`src/rtl/sum_n_k_lanes.sv`:
```
// Multi-operand adder: N operands of W bits summed by LANES time-multiplexed
// accumulators, then folded by a pairwise reduction tree into a registered sum.
module sum_n_k_lanes #(
  parameter int N      = 30,
  parameter int W      = 5,
  parameter int LANES  = 5,
  parameter int SIGNED = 0
) (
  input  logic              clk,
  input  logic              rst,
  input  logic              start,
  input  logic [N*W-1:0]    nums,
  output logic              busy,
  output logic              done,
  output logic [W+$clog2(N)-1:0] sum
);

  localparam int OW = W + $clog2(N);
  localparam int C1 = (N + LANES - 1) / LANES;
  localparam int R  = $clog2(LANES);
  localparam int L  = C1 + R;
  localparam int CW = $clog2(L + 1);

  typedef enum logic [1:0] {IDLE, ACCUM, REDUCE} state_t;

  state_t        state, state_nxt;
  logic [CW-1:0] step;
  logic          last_step;
  logic [W-1:0]  op_buf  [N];
  logic [OW-1:0] acc     [LANES];
  logic [OW-1:0] acc_nxt [LANES];
  logic [OW-1:0] ops     [C1*LANES];

  function automatic logic [OW-1:0] ext(input logic [W-1:0] v);
    if (SIGNED != 0) return {{(OW-W){v[W-1]}}, v};
    return {{(OW-W){1'b0}}, v};
  endfunction

  assign busy = (state != IDLE);

  // Operand table padded to a whole number of lane groups; pad slots add 0.
  always_comb begin
    for (int i = 0; i < C1*LANES; i++) ops[i] = '0;
    for (int i = 0; i < N; i++) ops[i] = ext(op_buf[i]);
  end

  // NOTE: every always_comb output gets a default first so no path leaves
  // it unassigned, which would otherwise infer a latch.
  always_comb begin
    state_nxt = state;
    last_step = 1'b0;
    acc_nxt   = acc;
    case (state)
      IDLE: if (start) state_nxt = ACCUM;
      ACCUM: begin
        for (int j = 0; j < LANES; j++) begin
          logic [OW-1:0] lane_op;
          lane_op = '0;
          for (int k = 0; k < C1; k++)
            if (step == CW'(k)) lane_op = ops[k*LANES + j];
          acc_nxt[j] = acc[j] + lane_op;
        end
        if (step == CW'(C1 - 1)) begin
          if (R == 0) begin
            state_nxt = IDLE;
            last_step = 1'b1;
          end else begin
            state_nxt = REDUCE;
          end
        end
      end
      REDUCE: begin
        // Folding every pair each step is equivalent to folding only the
        // active ones: slots above the live half are zeroed and add nothing.
        for (int i = 0; i < LANES; i++) acc_nxt[i] = '0;
        for (int i = 0; i < LANES / 2; i++) acc_nxt[i] = acc[2*i] + acc[2*i + 1];
        if (LANES % 2 == 1) acc_nxt[LANES / 2] = acc[LANES - 1];
        if (step == CW'(R - 1)) begin
          state_nxt = IDLE;
          last_step = 1'b1;
        end
      end
      default: state_nxt = IDLE;
    endcase
  end

  // NOTE: sequential state uses non-blocking assignments only, so every
  // register samples pre-edge values regardless of statement order.
  always_ff @(posedge clk or negedge rst) begin
    if (!rst) state <= IDLE;
    else      state <= state_nxt;
  end

  // NOTE: the operand buffer and accumulators are reset explicitly; an
  // abandoned operation must leave no stale operands or partial sums behind.
  always_ff @(posedge clk or negedge rst) begin
    if (!rst) begin
      step <= '0;
      done <= 1'b0;
      sum  <= '0;
      for (int i = 0; i < N; i++)     op_buf[i] <= '0;
      for (int j = 0; j < LANES; j++) acc[j]    <= '0;
    end else begin
      done <= last_step;
      if (last_step) sum <= acc_nxt[0];
      case (state)
        IDLE: begin
          if (start) begin
            for (int i = 0; i < N; i++)     op_buf[i] <= nums[i*W +: W];
            for (int j = 0; j < LANES; j++) acc[j]    <= '0;
            step <= '0;
          end
        end
        ACCUM: begin
          acc  <= acc_nxt;
          step <= (step == CW'(C1 - 1)) ? '0 : step + CW'(1);
        end
        REDUCE: begin
          acc  <= acc_nxt;
          step <= step + CW'(1);
        end
        default: step <= '0;
      endcase
    end
  end

endmodule

```
`config.mk`:
```
export PLATFORM = sky130hd
export DESIGN_NAME = sum_n_k_lanes
export DESIGN_NICKNAME = d
export VERILOG_FILES = /design/src/rtl/sum_n_k_lanes.sv
export SDC_FILE = /design/constraint.sdc
export NUM_CORES = 1
export LEC_CHECK = 0
export CELL_PAD_IN_SITES_DETAIL_PLACEMENT = 0
export CELL_PAD_IN_SITES_GLOBAL_PLACEMENT = 1
export CORE_ASPECT_RATIO = 0.7
export CORE_MARGIN = 8
export CORE_UTILIZATION = 39
export CTS_CLUSTER_SIZE = 14
export DETAILED_ROUTE_END_ITERATION = 8
export HOLD_SLACK_MARGIN = 0.02
export PLACE_DENSITY = 0.83
export SKIP_CTS_REPAIR_TIMING = 1
export SKIP_LAST_GASP = 1
export SYNTH_ARGS = -nofsm -noshare
export SYNTH_HDL_FRONTEND = slang
export SYNTH_SLANG_ARGS = --single-unit
```
`constraint.sdc`:
```
create_clock -name clk -period 3 [get_ports clk]
set_clock_uncertainty 0.15 [all_clocks]
set_input_delay 0.45 -clock clk [delete_from_list [all_inputs] [get_ports clk]]
set_output_delay 0.45 -clock clk [all_outputs]
set_load 0.005 [all_outputs]
```
==> results of run 1 <==
==> cell families (layout without fill, tap and decap cells) <==
logic type / count (synthesis) / in the layout
compound gates: 285 / 285
simple gates: 215 / 215
fa+ha+maj: 52 / 52
xor+xnor: 22 / 22
mux: 155 / 155
flops: 217 / 217
buf+inv: 75 / 357
==> through the flow <==
step	area [sq um]	instances	util [%]	power, W	setup TNS [ns]
after floorplan	11460	1021	-	0.009157	-0.3262
after global placement	14110	1595	49.08	0.01145	-8.096
after detailed placement	14110	1595	49.08	0.01167	-11.02
after CTS	14980	1636	52.09	0.01498	-12.19
after global routing	16160	1681	56.20	0.01811	-17.40
final	16160	1681	56.20	0.01709	-9.912
==> power groups by stage <==
stage | logic [W] | registers, W | clock network [W]
finish | 0.00871 | 0.00512 | 0.00326
global route | 0.00942 | 0.00525 | 0.00345
CTS | 0.00670 | 0.00496 | 0.00332
detailed placement | 0.00666 | 0.00500 | 0
global placement | 0.00649 | 0.00497 | 0
floorplan | 0.00448 | 0.00468 | 0
==> layout by cell type (no fill, tap or decap), types with 10 or more instances in the layout <==
master,count
clkbuf_16,26
nand2_1,55
a21o_1,11
buf_4,101
ha_1,30
a221oi_2,12
nor3_1,19
nor2_1,27
a21oi_2,19
mux2_2,151
dfrtp_1,216
nor3_2,12
o21ai_0,27
ha_4,10
o31ai_1,12
inv_1,10
a21oi_1,33
buf_12,14
o21ai_1,40
a22oi_1,28
nor2b_1,30
buf_6,17
clkdlybuf4s50_1,163
xnor2_1,12
nand3_1,21
o21ai_2,14
==> worst max-delay path, delay by kind of cell (launching register included) <==
kind	cells	cell delay, ns
AOI/OAI and AO/OA	7	1.26
adders and majority gates	3	0.76
buffers and inverters	4	0.59
DFF	1	0.40
and+or+nand+nor	3	0.18
==> path summary, 6_finish.rpt <==
check                              end    start
max                            acc[36]  step[1]
min                             sum[8]   sum[8]
max reg2reg                    acc[36]  step[1]
min reg2reg                     sum[8]   sum[8]
max in group asynchronous   op_buf[26]      rst
min in group asynchronous  op_buf[118]      rst
==> registers in the layout, summed over array words and instances, names as in the netlist <==
name and count:
step 4, op_buf 150, sum 10, state 2, acc 50, done 1
==> metal layers <==
metal  part of all wire [%]  track usage (%)  vias up
met1                     47            24.79     4585
li1                       -                -     4345
met5                      0                0        -
met2                     45            27.87      255
met3                    5.5            3.815       59
met4                    2.5            4.471        0
==> layout make-up <==
class / count / area share (%)
Clock buffer: 30 / 4.033
Clock inverter: 11 / 1.332
Inverter: 14 / 0.3252
Multi-Input combinational cell: 729 / 39.33
Sequential cell: 217 / 33.61
Tap cell: 378 / 2.926
Timing Repair Buffer: 302 / 18.45
==> metrics.md, run 1 <==
| Metric | Value |
|---|---|
| Run status | `complete, but fails checks` |
| Failing checks | `setup timing` |
| First-pass GRT wire length | `49,830 microns` |
| Area of the multi-input gates | `6356 sq um` |
| I/O pins | `165` |
| Endpoints failing setup | `40` |
| Die Wd | `219.8 microns` |
| Worst skew pair latency | `0.53 ns` |
| Filler cells | `2,364` |
| Largest family of logic cells by synthesized area | `compound AO/OA/AOI/OAI gates` |
| Comb power frac | `51.0%` |
| Predominant post-synthesis flop cell | `dfrtp_1` |
| Register bit count reported by yosys | `217` |
| CP Data Required Time | `3.26 ns` |
| Core Region | `28,760 sq um` |
| Fin worst setup slack | `-0.4515 ns` |
| Detailed router's first-iteration violation count | `650` |
| Sequential Power Share | `between 30% and 40%` |
| Area Growth Syn to Fin | `42.60%` |
| Final Hold Vio Count | `0` |
| Post-synthesis mux area share | `15.37%` |
| # H-tree levels | `1` |
| Top cell type's share of synthesized area | `47.91%` |
| Crit-path cells | `inv_2 > ha_4 > nor2b_4 > buf_4 > buf_4 > a221oi_2 > nor3_1 > a21oi_1 > o21ai_1 > ha_2 > fa_2 > a21o_1 > a211oi_2 > buf_4 > nor4_2 > a21oi_1 > o21ai_1` |
| Startpoint types | `register` |
| Synth Area in Compound Gates | `about 17%` |
| Post-Place Worst Slack | `-0.5210 ns` |
| Count of final max-slew check failures | `0` |
| Seq/Total Area, Yosys | `47.91%` |
| GRT Total Usage | `approximately 18%` |
| EDFF count, synth | `0` |
| Slew headroom | `40.98%` |
| Die footprint | `34,860 sq um` |
| Worst slew pin tran | `0.8794 ns` |
| Clock power share | `19.1%` |
| R2R Setup Slk | `-0.45 ns` |
| Clk slew on worst S/H paths | `roughly 0.070 ns` |
| CTS root buffer | `clkbuf_16` |
| Via count of the first global-routing pass | `slightly above 9,000` |
| DIE HEIGHT | `158.6 microns` |
| Nature of the critical path endpoint | `register` |
| Max-cap violations | `0` |
| Critical-path top delay cell | `dfrtp_1` |
| CTS Sinks | `around 220` |
| Int Power | `roughly 0.011 W` |
| Tcrit/Tclk final | `115.1%` |
| Via density | `5.499` |
| Hold Crit Class | `reg -> reg` |
| Kind of critical path | `reg -> reg` |
| Async SR Flop Fraction | `100.0%` |
| Maximum clock rate | `289.7 MHz` |
| GPL Wtd Cong | `between 0.8 and 0.9` |
| Cells after Synth | `1,021` |
| RSZ-0062 raised after global routing | `yes` |
| Worst vdd ir | `0.4485 mV` |
| Yosys warning total | `0` |
| Switch share | `between 30% and 40%` |
| Grt ovf | `0` |
| Synth Area in Simple Gates | `9.539%` |
| Share of layout cells above drive strength 1 | `35.00%` |
| Cell mode on critical path | `buf_4` |
| Hold depth | `2` |
| WP data arrival | `between 3 and 4 ns` |
| Reg area | `5431 sq um` |
| Hpwl dp | `23,270 microns` |
| Synth top cells by count | `dfrtp_1 (217), mux2_2 (152), o21ai_0 (74)` |
| Drt first pass iters | `5` |
| Largest net degree at the start of global routing | `94` |
| NumNets Final | `1,492` |
| Ant diodes | `0` |
| CP peak stage delay | `around 0.4 ns` |
| Clock Path Buffers | `3` |
| Vias after detailed routing | `9,244` |
| Row count | `52` |
| Cell leakage power | `6.883 nW` |
| Initial antenna violation count | `0` |
| Largest cells by area after synthesis | `dfrtp_1 (48%), mux2_2 (15%), ha_1 (5.1%), o21ai_0 (3.3%), a21oi_1 (2.3%)` |
| Hold slack | `0.3385 ns` |
| Routed len/inst | `19.87 microns` |
| Post-synthesis adder-cell area fraction | `6.138%` |
| Initial Utilization | `between 30% and 40%` |
| Xor/xnor share of the synthesized area | `1.700%` |
| Remaining antenna violation count | `0` |
| Most frequent cell after synthesis | `dfrtp_1` |
| CP max FO | `5` |
| CTS tree | `yes` |
| Pwr Density | `1058 nW/um^2` |
| Tmin final | `3.452 ns` |
| Synth Area per Inst | `11.10 sq um` |
| Syn Nets | `1,226` |
| Cell Area, Synth | `11,330 sq um` |
| Port bufs | `around 160` |
| CTS buffer count | `23` |
| P_sw | `0.006212 W` |
| Area leader, netlist | `dfrtp_1` |
| Final WL | `33,410 microns` |
| Netlist cell types | `62` |
| Worst r2r path cells | `17` |
| Residual DRC count | `0` |
(Power assumes the default switching activity.)
==> inputs of run 2 (changes only) <==
--- a/config.mk
+++ b/config.mk
@@ -5,10 +5,11 @@
 export SDC_FILE = /design/constraint.sdc
 export NUM_CORES = 1
 export LEC_CHECK = 0
+export CAP_MARGIN = 20
 export CELL_PAD_IN_SITES_DETAIL_PLACEMENT = 0
 export CELL_PAD_IN_SITES_GLOBAL_PLACEMENT = 1
 export CORE_ASPECT_RATIO = 0.7
-export CORE_MARGIN = 8
+export CORE_MARGIN = 10
 export CORE_UTILIZATION = 39
 export CTS_CLUSTER_SIZE = 14
 export DETAILED_ROUTE_END_ITERATION = 8
==> run 2 against run 1 <==
The run still ends with setup timing left. Clock power down 15%. Critical path depth unchanged. First-iteration DRC count down 0.31%. Worst hold slack worse by 0.026 ns. Die area up 4.4%.
==> metrics.md, run 2 (same netlist as run 1, synthesis figures left out) <==
| Metric | Value |
|---|---|
| Run status | `complete, but fails checks (unchanged)` |
| Failing checks | `setup timing (unchanged)` |
| NumNets Final | `1,476 (was 1,492)` |
| CTS tree | `yes (unchanged)` |
| Via count of the first global-routing pass | `9,186 (was 9,166)` |
| Pwr Density | `1012 nW/um^2 (was 1058 nW/um^2)` |
| Grt ovf | `0 (unchanged)` |
| Core Region | `28,760 sq um (unchanged)` |
| CTS Sinks | `217 (unchanged)` |
| Clock Path Buffers | `3 (unchanged)` |
| Vias after detailed routing | `9,148 (was 9,244)` |
| Regs by FF count | `op_buf x150, acc x50, sum x10 (unchanged)` |
| GRT Total Usage | `16.86% (was 17.78%)` |
| Hold Crit Class | `in -> async (was reg -> reg)` |
| Largest net degree at the start of global routing | `74 (was 94)` |
| Residual DRC count | `0 (unchanged)` |
| Die Wd | `223.8 microns (was 219.8 microns)` |
| Final WL | `32,590 microns (was 33,410 microns)` |
| Commonest non-fill, non-tap cell in the layout | `dfrtp_1 (unchanged)` |
| Cell leakage power | `6.713 nW (was 6.883 nW)` |
| Routed len/inst | `19.60 microns (was 19.87 microns)` |
| Final Hold Vio Count | `0 (unchanged)` |
| CP max FO | `7 (was 5)` |
| Post-Place Cells | `1,592 (was 1,595)` |
| Max-cap violations | `0 (unchanged)` |
| Final core utilization | `54.64% (was 56.20%)` |
| Int Power | `0.01002 W (was 0.01088 W)` |
| First-pass GRT wire length | `50,140 microns (was 49,830 microns)` |
| Tcrit/Tclk final | `114.6% (was 115.1%)` |
| Initial antenna violation count | `0 (unchanged)` |
| P_sw | `0.005879 W (was 0.006212 W)` |
| Comb power frac | `50.6% (was 51.0%)` |
| Nature of the critical path endpoint | `register (unchanged)` |
| Largest Register | `op_buf (unchanged)` |
| Post-route cell area | `15,710 sq um (was 16,160 sq um)` |
| Maximum clock rate | `291.0 MHz (was 289.7 MHz)` |
| WP data arrival | `3.74 ns (was 3.71 ns)` |
| Worst vdd ir | `0.4180 mV (was 0.4485 mV)` |
| Die footprint | `36,390 sq um (was 34,860 sq um)` |
| Area of the multi-input gates | `6210 sq um (was 6356 sq um)` |
| Area post-placement | `14,130 sq um (was 14,110 sq um)` |
| Share of layout cells above drive strength 1 | `32.84% (was 35.00%)` |
| Clock power share | `17.4% (was 19.1%)` |
| Via density | `5.501 (was 5.499)` |
| Sequential Power Share | `31.9% (was 30.0%)` |
| Fin worst setup slack | `-0.4370 ns (was -0.4515 ns)` |
| Max reg flops | `150 (unchanged)` |
| Drt first pass iters | `5 (unchanged)` |
| Final non-filler cell total | `1,663 (was 1,681)` |
| Startpoint types | `register (unchanged)` |
| Clk slew on worst S/H paths | `0.06 ns (was 0.07 ns)` |
| # H-tree levels | `1 (unchanged)` |
| Count of final max-slew check failures | `0 (unchanged)` |
| I/O pins | `165 (unchanged)` |
| Setup TNS | `-10.02 ns (was -9.912 ns)` |
| Kind of critical path | `reg -> reg (unchanged)` |
| Remaining antenna violation count | `0 (unchanged)` |
| Hpwl dp | `23,520 microns (was 23,270 microns)` |
| Worst slew pin tran | `0.8796 ns (was 0.8794 ns)` |
| Area Growth Syn to Fin | `38.65% (was 42.60%)` |
| Most frequent cells in the layout | `dfrtp_1 (216), clkdlybuf4s50_1 (163), mux2_2 (151), buf_4 (96), nand2_1 (56) (was dfrtp_1 (216), clkdlybuf4s50_1 (163), mux2_2 (151), buf_4 (101), nand2_1 (55))` |
| DIE HEIGHT | `162.6 microns (was 158.6 microns)` |
| RSZ-0062 raised after global routing | `yes (unchanged)` |
| CTS root buffer | `clkbuf_16 (unchanged)` |
| Worst skew pair latency | `0.53 ns (about the same)` |
| Port bufs | `164 (unchanged)` |
| CP Data Required Time | `3.30 ns (was 3.26 ns)` |
| Slew headroom | `40.97% (was 40.98%)` |
| Detailed router's first-iteration violation count | `648 (was 650)` |
| Ant diodes | `0 (unchanged)` |
| Initial Utilization | `39.41% (unchanged)` |
| Filler cells | `2,456 (was 2,364)` |
| Row count | `52 (unchanged)` |
| Tmin final | `3.437 ns (was 3.452 ns)` |
| Power consumption | `0.01590 W (was 0.01709 W)` |
| Switch share | `36.97% (was 36.35%)` |
| Endpoints failing setup | `40 (unchanged)` |
| Reg area | `5431 sq um (unchanged)` |
| CTS buffer count | `23 (unchanged)` |
| GPL Wtd Cong | `0.8587 (was 0.8561)` |
-- run 2: worst paths after layout --
kind / start / to / slack, ns / cells after the start
worst max-delay path: step[0] / acc[19] / -0.44 / 17
worst max register to register: step[0] / acc[19] / -0.44 / 17
max in group asynchronous: rst / op_buf[103] / 1.50 / 3
worst min-delay path: rst / op_buf[120] / 0.31 / 2
worst min register to register: sum[2] / sum[2] / 0.33 / 2
min in group clk: sum[2] / sum[2] / 0.33 / 2
-- run 2: worst max-delay path: stages (launching register included) --
cell      delay [ns]
dfrtp_2         0.41
inv_2           0.07
ha_4            0.16
nor2b_4         0.16
buf_12          0.13
buf_12          0.14
buf_12          0.14
a221oi_2        0.25
nor3_1          0.09
a21oi_1         0.18
o21ai_2         0.12
ha_4            0.29
o21ai_2         0.05
o21bai_1        0.14
a21o_1          0.19
nand3_2         0.13
or4_1           0.48
nand3_1         0.07
-- run 2: area by class of cell --
| class | instances | share of cell area (%) |
|---|---|---|
| multi-input cells | 729 | 39.52 |
| clock inverters | 5 | 0.2468 |
| well taps | 378 | 3.010 |
| inverters | 14 | 0.3344 |
| clock buffers | 34 | 4.371 |
| repair buffers | 286 | 17.96 |
| flip-flops and latches | 217 | 34.56 |
-- run 2: stage by stage --
stage | hold WS, ns | setup slack, ns
final | 0.3125 | -0.4370
after global routing | 0.3532 | -0.6561
after CTS | -0.2636 | -0.4863
after detailed placement | 0.2935 | -0.4376
after global placement | 0.2906 | -0.3726
after floorplan | 0.004409 | -0.08762
-- run 2: routing by layer --
layer  track usage (%)  wire length [microns]  vias up
met5                 0                      0        -
met4             3.400                    565        0
met3             3.820                   1699       42
met2             26.76                  15050      214
met1             23.15                  15280     4590
li1                  -                      -     4302
-- run 2: power groups by stage --
stage	Clock (W)	Combinational (W)	Sequential, W
2_1_floorplan	0	0.00448	0.00468
3_3_place_gp	0	0.00644	0.00497
3_5_place_dp	0	0.00662	0.00501
4_1_cts	0.00282	0.00666	0.00497
5_1_grt	0.00295	0.00881	0.00522
6_report	0.00277	0.00805	0.00507
